**config.mk**
```make
export PLATFORM = sky130hd
export DESIGN_NAME = lfsr_prbs_burst_ctrl
export DESIGN_NICKNAME = d
export VERILOG_FILES = /design/src/rtl/lfsr_prbs_ctrl_pkg.sv /design/src/rtl/lfsr_prbs_burst_ctrl.sv
export SDC_FILE = /design/constraint.sdc
export NUM_CORES = 1
export LEC_CHECK = 0
export CAP_MARGIN = 40
export CORE_ASPECT_RATIO = 0.8
export CORE_MARGIN = 5
export CORE_UTILIZATION = 56
export DETAILED_ROUTE_END_ITERATION = 8
export GPL_TIMING_DRIVEN = 0
export MAX_ROUTING_LAYER = met4
export PLACE_DENSITY = 0.85
export SETUP_SLACK_MARGIN = 0.15
export SLEW_MARGIN = 20
export SYNTH_ARGS = -nofsm -noshare
export SYNTH_HDL_FRONTEND = slang
export SYNTH_SLANG_ARGS = --single-unit
```
**constraint.sdc**
```tcl
create_clock -name clk -period 4.2 [get_ports clk]
set_input_delay 0.84 -clock clk [delete_from_list [all_inputs] [get_ports clk]]
set_output_delay 0.84 -clock clk [all_outputs]
set_load 0.05 [all_outputs]
```
**src/rtl/lfsr_prbs_ctrl_pkg.sv**
```systemverilog
// Shared definitions for the PRBS burst controller.
package lfsr_prbs_ctrl_pkg;

  typedef enum logic [2:0] {
    S_IDLE,
    S_SEED,
    S_RUN,
    S_DRAIN,
    S_GAP
  } state_t;

endpackage

```
**src/rtl/lfsr_prbs_burst_ctrl.sv**
```systemverilog
// Sequences an external PRBS generator into framed AXI-Stream bursts with
// per-burst reseed, inter-burst gap, burst count and start/abort/done control.
module lfsr_prbs_burst_ctrl
  import lfsr_prbs_ctrl_pkg::*;
#(
  parameter int unsigned DATA_WIDTH = 8,
  parameter int unsigned LEN_WIDTH  = 16,
  parameter int unsigned GAP_WIDTH  = 8,
  parameter int unsigned CNT_WIDTH  = 8
) (
  input  logic                  clk,
  input  logic                  rst_n,
  input  logic                  start,
  input  logic                  abort,
  input  logic [LEN_WIDTH-1:0]  cfg_len,
  input  logic [GAP_WIDTH-1:0]  cfg_gap,
  input  logic [CNT_WIDTH-1:0]  cfg_count,
  input  logic                  cfg_reseed,
  output logic                  busy,
  output logic                  done,
  output logic                  aborted,
  output logic [LEN_WIDTH-1:0]  words_sent,
  output logic                  prbs_rst,
  output logic                  prbs_enable,
  input  logic [DATA_WIDTH-1:0] prbs_data,
  output logic [DATA_WIDTH-1:0] m_axis_tdata,
  output logic                  m_axis_tvalid,
  input  logic                  m_axis_tready,
  output logic                  m_axis_tlast
);

  state_t state, next_state;

  logic [LEN_WIDTH-1:0] len_q, loaded;
  logic [GAP_WIDTH-1:0] gap_q, gap_cnt;
  logic [CNT_WIDTH-1:0] cnt_q, burst_cnt;
  logic                 reseed_q, abort_q;

  logic stop, load, hs, last_load, more_bursts;
  logic load_fire, end_abort, end_normal, burst_start;

  assign stop        = abort || abort_q;
  assign hs          = m_axis_tvalid && m_axis_tready;
  assign load        = !m_axis_tvalid || m_axis_tready;
  assign last_load   = (loaded == len_q - LEN_WIDTH'(1));
  assign more_bursts = (cnt_q == '0) ||
                       (({1'b0, burst_cnt} + (CNT_WIDTH+1)'(1)) < {1'b0, cnt_q});
  assign end_abort   = (state != S_IDLE) && stop && load;
  assign end_normal  = (state == S_DRAIN) && hs && !more_bursts && !stop;
  assign burst_start = (next_state == S_SEED || next_state == S_RUN) &&
                       (state != S_SEED) && (state != S_RUN);

  always_ff @(posedge clk or negedge rst_n) begin
    if (!rst_n) state <= S_IDLE;
    else        state <= next_state;
  end

  // GAP runs one cycle short because the first RUN cycle is itself idle on
  // the bus; a gap of 0 or 1 therefore goes straight to SEED/RUN.
  always_comb begin
    next_state = state;
    if (end_abort) begin
      next_state = S_IDLE;
    end else begin
      unique case (state)
        S_IDLE:  if (start && cfg_len != '0) next_state = cfg_reseed ? S_SEED : S_RUN;
        S_SEED:  next_state = S_RUN;
        S_RUN:   if (load && last_load) next_state = S_DRAIN;
        S_DRAIN: if (hs) begin
          if (!more_bursts)                next_state = S_IDLE;
          else if (gap_q > GAP_WIDTH'(1))  next_state = S_GAP;
          else                             next_state = reseed_q ? S_SEED : S_RUN;
        end
        S_GAP:   if (gap_cnt == gap_q - GAP_WIDTH'(2)) next_state = reseed_q ? S_SEED : S_RUN;
        default: next_state = S_IDLE;
      endcase
    end
  end

  always_comb begin
    busy        = (state != S_IDLE);
    prbs_rst    = (state == S_SEED) && !stop;
    load_fire   = (state == S_RUN) && !stop && load;
    prbs_enable = load_fire;
  end

  always_ff @(posedge clk or negedge rst_n) begin
    if (!rst_n) begin
      len_q      <= '0;
      gap_q      <= '0;
      cnt_q      <= '0;
      reseed_q   <= 1'b0;
      abort_q    <= 1'b0;
      loaded     <= '0;
      gap_cnt    <= '0;
      burst_cnt  <= '0;
      words_sent <= '0;
      done       <= 1'b0;
      aborted    <= 1'b0;
    end else begin
      if (state == S_IDLE && start) begin
        len_q     <= cfg_len;
        gap_q     <= cfg_gap;
        cnt_q     <= cfg_count;
        reseed_q  <= cfg_reseed;
        burst_cnt <= '0;
      end else if (state == S_DRAIN && hs && cnt_q != '0) begin
        burst_cnt <= burst_cnt + CNT_WIDTH'(1);
      end

      abort_q <= (state != S_IDLE) && stop && !load;
      gap_cnt <= (state == S_GAP) ? gap_cnt + GAP_WIDTH'(1) : '0;

      if (burst_start)    loaded <= '0;
      else if (load_fire) loaded <= loaded + LEN_WIDTH'(1);

      if (burst_start)                    words_sent <= '0;
      else if (hs && words_sent != len_q) words_sent <= words_sent + LEN_WIDTH'(1);

      done    <= end_abort || end_normal || (state == S_IDLE && start && cfg_len == '0);
      aborted <= end_abort;
    end
  end

  always_ff @(posedge clk or negedge rst_n) begin
    if (!rst_n) begin
      m_axis_tdata  <= '0;
      m_axis_tvalid <= 1'b0;
      m_axis_tlast  <= 1'b0;
    end else if (load_fire) begin
      m_axis_tdata  <= prbs_data;
      m_axis_tvalid <= 1'b1;
      m_axis_tlast  <= last_load;
    end else if (hs) begin
      m_axis_tvalid <= 1'b0;
      m_axis_tlast  <= 1'b0;
    end
  end

endmodule

```
---- Word level (Yosys, flattened, before mapping) ----
Cells that the tools add are included.
word-level totals
  logic and storage cells ................. 93
  register bits ........................... 97
  output and inout port bits .............. 31
  bits of input ports ..................... 46
cells by class
  eq/ne operators ......................... 11
  mux-type cells .......................... 20
  add/sub/neg operators ................... 7
  order comparisons ....................... 2
  reductions and logical operators ........ 38
operators by type and width
  kind                                                                   count
  16-bit 2-to-1 mux                                                      4
  16-bit by 1-bit adder with 16-bit output (second input constant)       2
  8-bit 2-to-1 mux                                                       3
  3-bit 2-to-1 mux                                                       7
  1-bit logical AND                                                      18
  8-bit by 1-bit adder with 8-bit output (second input constant)         2
  16-bit == test                                                         1
  16-bit zero test                                                       1
  16-bit inequality test                                                 1
  16-bit nonzero test                                                    1
  16-bit by 1-bit subtractor with 16-bit output (second input constant)  1
  3-bit one-hot mux with 5 select lines                                  1
  8-bit by 1-bit adder with 9-bit output (second input constant)         1
  3-bit by 2-bit == test with 1-bit output (second input constant)       3
  9-bit by 8-bit less-than comparator with 1-bit output                  1
  8-bit == test                                                          1
  8-bit by 1-bit > comparator with 1-bit output (second input constant)  1
  8-bit zero test                                                        1
  2-bit nonzero test                                                     4
  8-bit nonzero test                                                     1
  8-bit by 2-bit subtractor with 8-bit output (second input constant)    1
  3-bit by 1-bit == test with 1-bit output (second input constant)       2
  1-bit logical OR                                                       6
  1-bit zero test                                                        4
  7 further kinds                                                        10

---- Logic depth before layout (Yosys ltp) ----
  depth after elaboration ................. 12
  depth in mapped cells ................... 13
  depth with buffers taken out ............ 12

---- Least setup slack after synthesis ----
Ideal clock, no wire load.
  path kind ............................... flip-flop to flip-flop
  from .................................... register burst_cnt[0]
  to ...................................... register loaded[10]
  arrival time ............................ 3.157 ns
  path buffers ............................ 1
  slack ................................... 0.907 ns
  period minus slack after synthesis ...... 3.293 ns
  stages on the path, launching flop included .. 14
  data required time ...................... 4.064 ns
  setup time .............................. 0.136 ns
  cells stage by stage .................... dfrtp_1 ha_1 nand3_1 nor2_1 xor2_1 ha_1 nand3_1 nand2_1 a2111oi_0 a21oi_1 a31o_2 nor4b_2 clkbuf_1 nor3_1
on the way
  cells in the longest elaborated chain, start to end .. 12
  elaborated cells on any way between the ends .. 14
  those cells by class .................... 1 x add/sub; 1 x order compare; 2 x eq/ne; 5 x mux; 5 x reduce/logical
ends and longest elaborated chain
  element                                                                                                      RTL line                     source
  from (decl)                                                                                                  lfsr_prbs_burst_ctrl.sv:36   logic [CNT_WIDTH-1:0] cnt_q, burst_cnt;
  from (signal assigned)                                                                                       lfsr_prbs_burst_ctrl.sv:108  burst_cnt <= burst_cnt + CNT_WIDTH'(1);
  8-bit by 1-bit adder with 9-bit output *                                                                     lfsr_prbs_burst_ctrl.sv:47   (({1'b0, burst_cnt} + (CNT_WIDTH+1)'(1)) < {1'b0, cnt_q});
  9-bit by 8-bit less-than comparator with 1-bit output *                                                      lfsr_prbs_burst_ctrl.sv:47
  1-bit logical OR *                                                                                           lfsr_prbs_burst_ctrl.sv:46   assign more_bursts = (cnt_q == '0) ||
  3-bit 2-to-1 mux *                                                                                           lfsr_prbs_burst_ctrl.sv:70   if (!more_bursts) next_state = S_IDLE;
  3-bit 2-to-1 mux *                                                                                           lfsr_prbs_burst_ctrl.sv:69   S_DRAIN: if (hs) begin
  3-bit one-hot mux with 5 select lines *                                                                      lfsr_prbs_burst_ctrl.sv:65   unique case (state)
  3-bit 2-to-1 mux *                                                                                           lfsr_prbs_burst_ctrl.sv:62   if (end_abort) begin
  3-bit by 1-bit == test with 1-bit output / 3-bit by 2-bit == test with 1-bit output (equally long branches)  lfsr_prbs_burst_ctrl.sv:50   assign burst_start = (next_state == S_SEED || next_state == S_RUN) &&
  1-bit logical OR *                                                                                           lfsr_prbs_burst_ctrl.sv:50
  1-bit logical AND *                                                                                          lfsr_prbs_burst_ctrl.sv:50
  1-bit logical AND *                                                                                          lfsr_prbs_burst_ctrl.sv:51   (state != S_SEED) && (state != S_RUN);
  16-bit 2-to-1 mux / 2-bit nonzero test (equally long branches)                                               --
  to (signal assigned)                                                                                         lfsr_prbs_burst_ctrl.sv:115  else if (load_fire) loaded <= loaded + LEN_WIDTH'(1);
  to (decl)                                                                                                    lfsr_prbs_burst_ctrl.sv:34   logic [LEN_WIDTH-1:0] len_q, loaded;
Mark *: on every way between the ends. The rest lies on a longest branch, timed or not.
A chain may end at the register's enable or synchronous reset.

---- Worst setup path in the final report ----
  from .................................... register burst_cnt[0]
  to ...................................... register loaded[7]
Same word-level chain as after synthesis.

==> flow_metrics.env <==
export IMPL_fin_util_pct=71.1
export IMPL_synth_xor_area_share_pct=13.0
export IMPL_synth_area_mm2=0.00564
export IMPL_synth_flop_cell="dfrtp_1"
export IMPL_die_y_um=99.8
export IMPL_cts_buffers=9
export IMPL_synth_top_area_share_pct=43.0
export IMPL_wl_um=14900
export IMPL_die_area_mm2=0.0122
export IMPL_yosysMostFrequentCell="nand2_1"
export IMPL_critPathCaptureType="register"
export IMPL_met2_usage_pct=39.0
export IMPL_grt_busiest_layer="met2"
export IMPL_vias_per_cell=5.81
export IMPL_ys_top_cells_by_count="nand2_1, dfrtp_1, xnor2_1"
export IMPL_die_x_um=122
export IMPL_drt_pass1_iterations=5
export IMPL_yosysSeqAreaShare_pct=43.0
export IMPL_r2r_cells=13
export IMPL_finalPower_uw=4210
export IMPL_synth_simple_gate_area_share_pct=27.3
export IMPL_grt_pass1_vias=4980
export IMPL_setup_viol=0
export IMPL_ys_warn_count=0
export IMPL_drv_slew=0
export IMPL_hold_viol_final=0
export IMPL_max_freq_mhz=258
export IMPL_skew_ns=0.00768
export IMPL_overflow=0
export IMPL_vdd_ir_drop_max_uv=511
export IMPL_relSlewSlack_pct=44.3
export IMPL_r2r_end="loaded[7]$_DFFE_PN0P_"
export IMPL_clkTransAtPathRegs_ns=0.07
export IMPL_num_vias=4913
export IMPL_cts_tree="yes"
export IMPL_rsz0062_at_grt="no"
export IMPL_hp_class="primary input to asynchronous set/reset pin"
export IMPL_antenna_found_initial=0
export IMPL_cts_root_buffer="clkbuf_16"
export IMPL_io_pins=77
export IMPL_r2r_start="burst_cnt[0]$_DFFE_PN0P_"
export IMPL_portBuffers=76
export IMPL_nets=765
export IMPL_cts_hold_buf=0
export IMPL_ys_async_sr_fraction_pct=100
export IMPL_synth_area_leader_cell="dfrtp_1"
export IMPL_synth_area_leaders="dfrtp_1, xnor2_1, nand2_1"
export IMPL_synth_avg_cell_area_um2=9.15
export IMPL_worst_pin_slew_ns=0.829
export IMPL_synth_fa_ha_area_share_pct=2.88
export IMPL_n_antenna_cell=0
export IMPL_clk_latency_ns=0.34
export IMPL_fp_coreArea_mm2=0.00973
export IMPL_drtIter0Drc=556
export IMPL_gp_congestion=0.966
export IMPL_cp_start_kind="register"
export IMPL_finalCritPeriodShare_pct=92.4
export IMPL_routedWlPerCell_um=17.6
export IMPL_grt_usage_pct=26.3
export IMPL_h_tree_depth=3
export IMPL_grt_start_max_net_pins=58
export IMPL_regToRegSetupSlack_ns=0.32
export IMPL_area_growth_syn_to_layout_pct=22.6
export IMPL_muxShareOfSynthArea_pct=1.95
export IMPL_finalCriticalPeriod_ns=3.88
export IMPL_route_detailed_drc=0
export IMPL_synthCells=617
export IMPL_synth_cell_types=68
export IMPL_dp_hpwl_um=11000
export IMPL_grt_pass1_wl_um=25000
export IMPL_p_per_area_mw_per_mm2=608
export IMPL_outcome="finished clean"
export IMPL_cts_sinks=97
export IMPL_fp_row_count=32
export IMPL_start_util_pct=58.0
export IMPL_ctsLongestPathBuffers=2
export IMPL_critPathMaxFanout=10
export IMPL_synth_top_family_by_area="simple AND/OR/NAND/NOR gates"
export IMPL_critPathKind="register to register"
export IMPL_drv_cap=0
export IMPL_drive_gt1_share_pct=8.17
export IMPL_synth_edf_count=0
export IMPL_arrival_ns=4.10
export IMPL_synth_compound_gate_area_share_pct=8.05
export IMPL_leakage_uw=0.00299
export IMPL_met1_usage_pct=37.1
export IMPL_gr_usage_met3_pct=4.51
export IMPL_ys_ff_latch=97
export IMPL_syn_nets=676
export IMPL_detail_route_antenna_nets=0
export IMPL_worst_ep_required_time_ns=4.42
==> report_power, final <==
group          switching [uW]  total, uW  internal [uW]
clock network             341        830            489
logic                    1190       1940            748
registers                 271       1440           1170
==> area by class of cell <==
| cell class | instances | area (um2) |
|---|---|---|
| clock buffers | 12 | 256 |
| fillers | 732 | 2810 |
| inverters | 18 | 67.6 |
| repair buffers | 79 | 801 |
| multi-input cells | 476 | 3020 |
| flip-flops and latches | 97 | 2430 |
| well taps | 136 | 170 |
| plain buffers | 25 | 140 |
| clock inverters | 3 | 40.0 |
==> logic make-up after synthesis <==
kind of cell,Yosys count
muxes,10
DFF,97
xor gates and xnor gates,84
buffers and inverters,44
AOI/OAI and AO/OA,63
adders and majority gates,13
and+or+nand+nor,306
==> what timing repair did <==
| item | in CTS | in global routing |
|---|---|---|
| resized for setup | 4 | 3 |
| setup buffers | 0 | 0 |
| setup endpoints to repair | 11 | 21 |
| gates cloned | 0 | 0 |
| pin swaps | 0 | 1 |
==> how the worst max path moves through the flow <==
stage,slack (ns),end,cells past startpoint,start
2_1_floorplan,0.91,loaded[10]$_DFFE_PN0P_,13,burst_cnt[0]$_DFFE_PN0P_
3_3_place_gp,-1.23,words_sent[14]$_DFFE_PN0P_,1,rst_n
3_5_place_dp,-0.27,prbs_enable,6,m_axis_tready
4_1_cts,0.15,prbs_enable,6,m_axis_tready
5_1_grt,0.12,words_sent[6]$_DFFE_PN0P_,13,burst_cnt[0]$_DFFE_PN0P_
6_report,0.32,loaded[7]$_DFFE_PN0P_,13,burst_cnt[0]$_DFFE_PN0P_
==> metrics by stage <==
step | TNS, ns | instance area (um2) | worst slack (ns) | hold WS (ns) | instances
2_1_floorplan | 0 | 5640 | 0.907 | 0.467 | 617
3_3_place_gp | -119.40 | 6570 | -1.23 | 0.489 | 829
3_5_place_dp | -0.267 | 6610 | -0.267 | 0.495 | 831
4_1_cts | 0 | 6910 | 0.145 | 0.413 | 846
5_1_grt | 0 | 6920 | 0.121 | 0.434 | 846
6_report | 0 | 6920 | 0.319 | 0.406 | 846
==> worst max-delay path, stage by stage, from the launching register on <==
cell       delay (ns)
dfrtp_1          0.45
ha_1             0.27
nand3_1          0.14
nor2_1           0.27
xor2_1           0.25
ha_1             0.28
nand3_1          0.08
nand2_1          0.07
a2111oi_1        0.51
a21oi_1          0.21
a31o_2           0.30
nor4b_4          0.47
clkbuf_2         0.33
nor3_1           0.11
==> layer usage <==
metal | share of wire [%] | wire length, um
met3 | 6.8 | 1010
met1 | 46 | 6790
met5 | 0 | 0
met2 | 46 | 6780
met4 | 2.2 | 323
==> layout by cell type (no fill, tap or decap), drive strengths merged, types with 3 or more instances in the layout <==
cell type,synthesis,routed
a2111oi,4,4
a21boi,3,3
a21oi,8,8
a31o,3,3
and2,6,6
and3,18,18
buf,8,11
clkbuf,18,30
clkdlybuf4s50,0,74
dfrtp,97,97
ha,13,13
inv,18,18
mux2,8,8
nand2,100,100
nand2b,10,10
nand3,34,34
nand4,16,16
nor2,37,37
nor3,44,44
nor4,17,17
o21ai,22,22
o31ai,3,3
or3,6,6
xnor2,52,52
xor2,32,32
==> sequential cells by signal (all words and copies together), names as in the netlist <==
| register | count |
|---|---|
| m_axis_tvalid | 1 |
| done | 1 |
| cnt_q | 8 |
| abort_q | 1 |
| burst_cnt | 8 |
| reseed_q | 1 |
| m_axis_tdata | 8 |
| gap_q | 8 |
| aborted | 1 |
| gap_cnt | 8 |
| len_q | 16 |
| state | 3 |
| words_sent | 16 |
| m_axis_tlast | 1 |
| loaded | 16 |
Note: power is estimated with default switching activity, not from simulation.
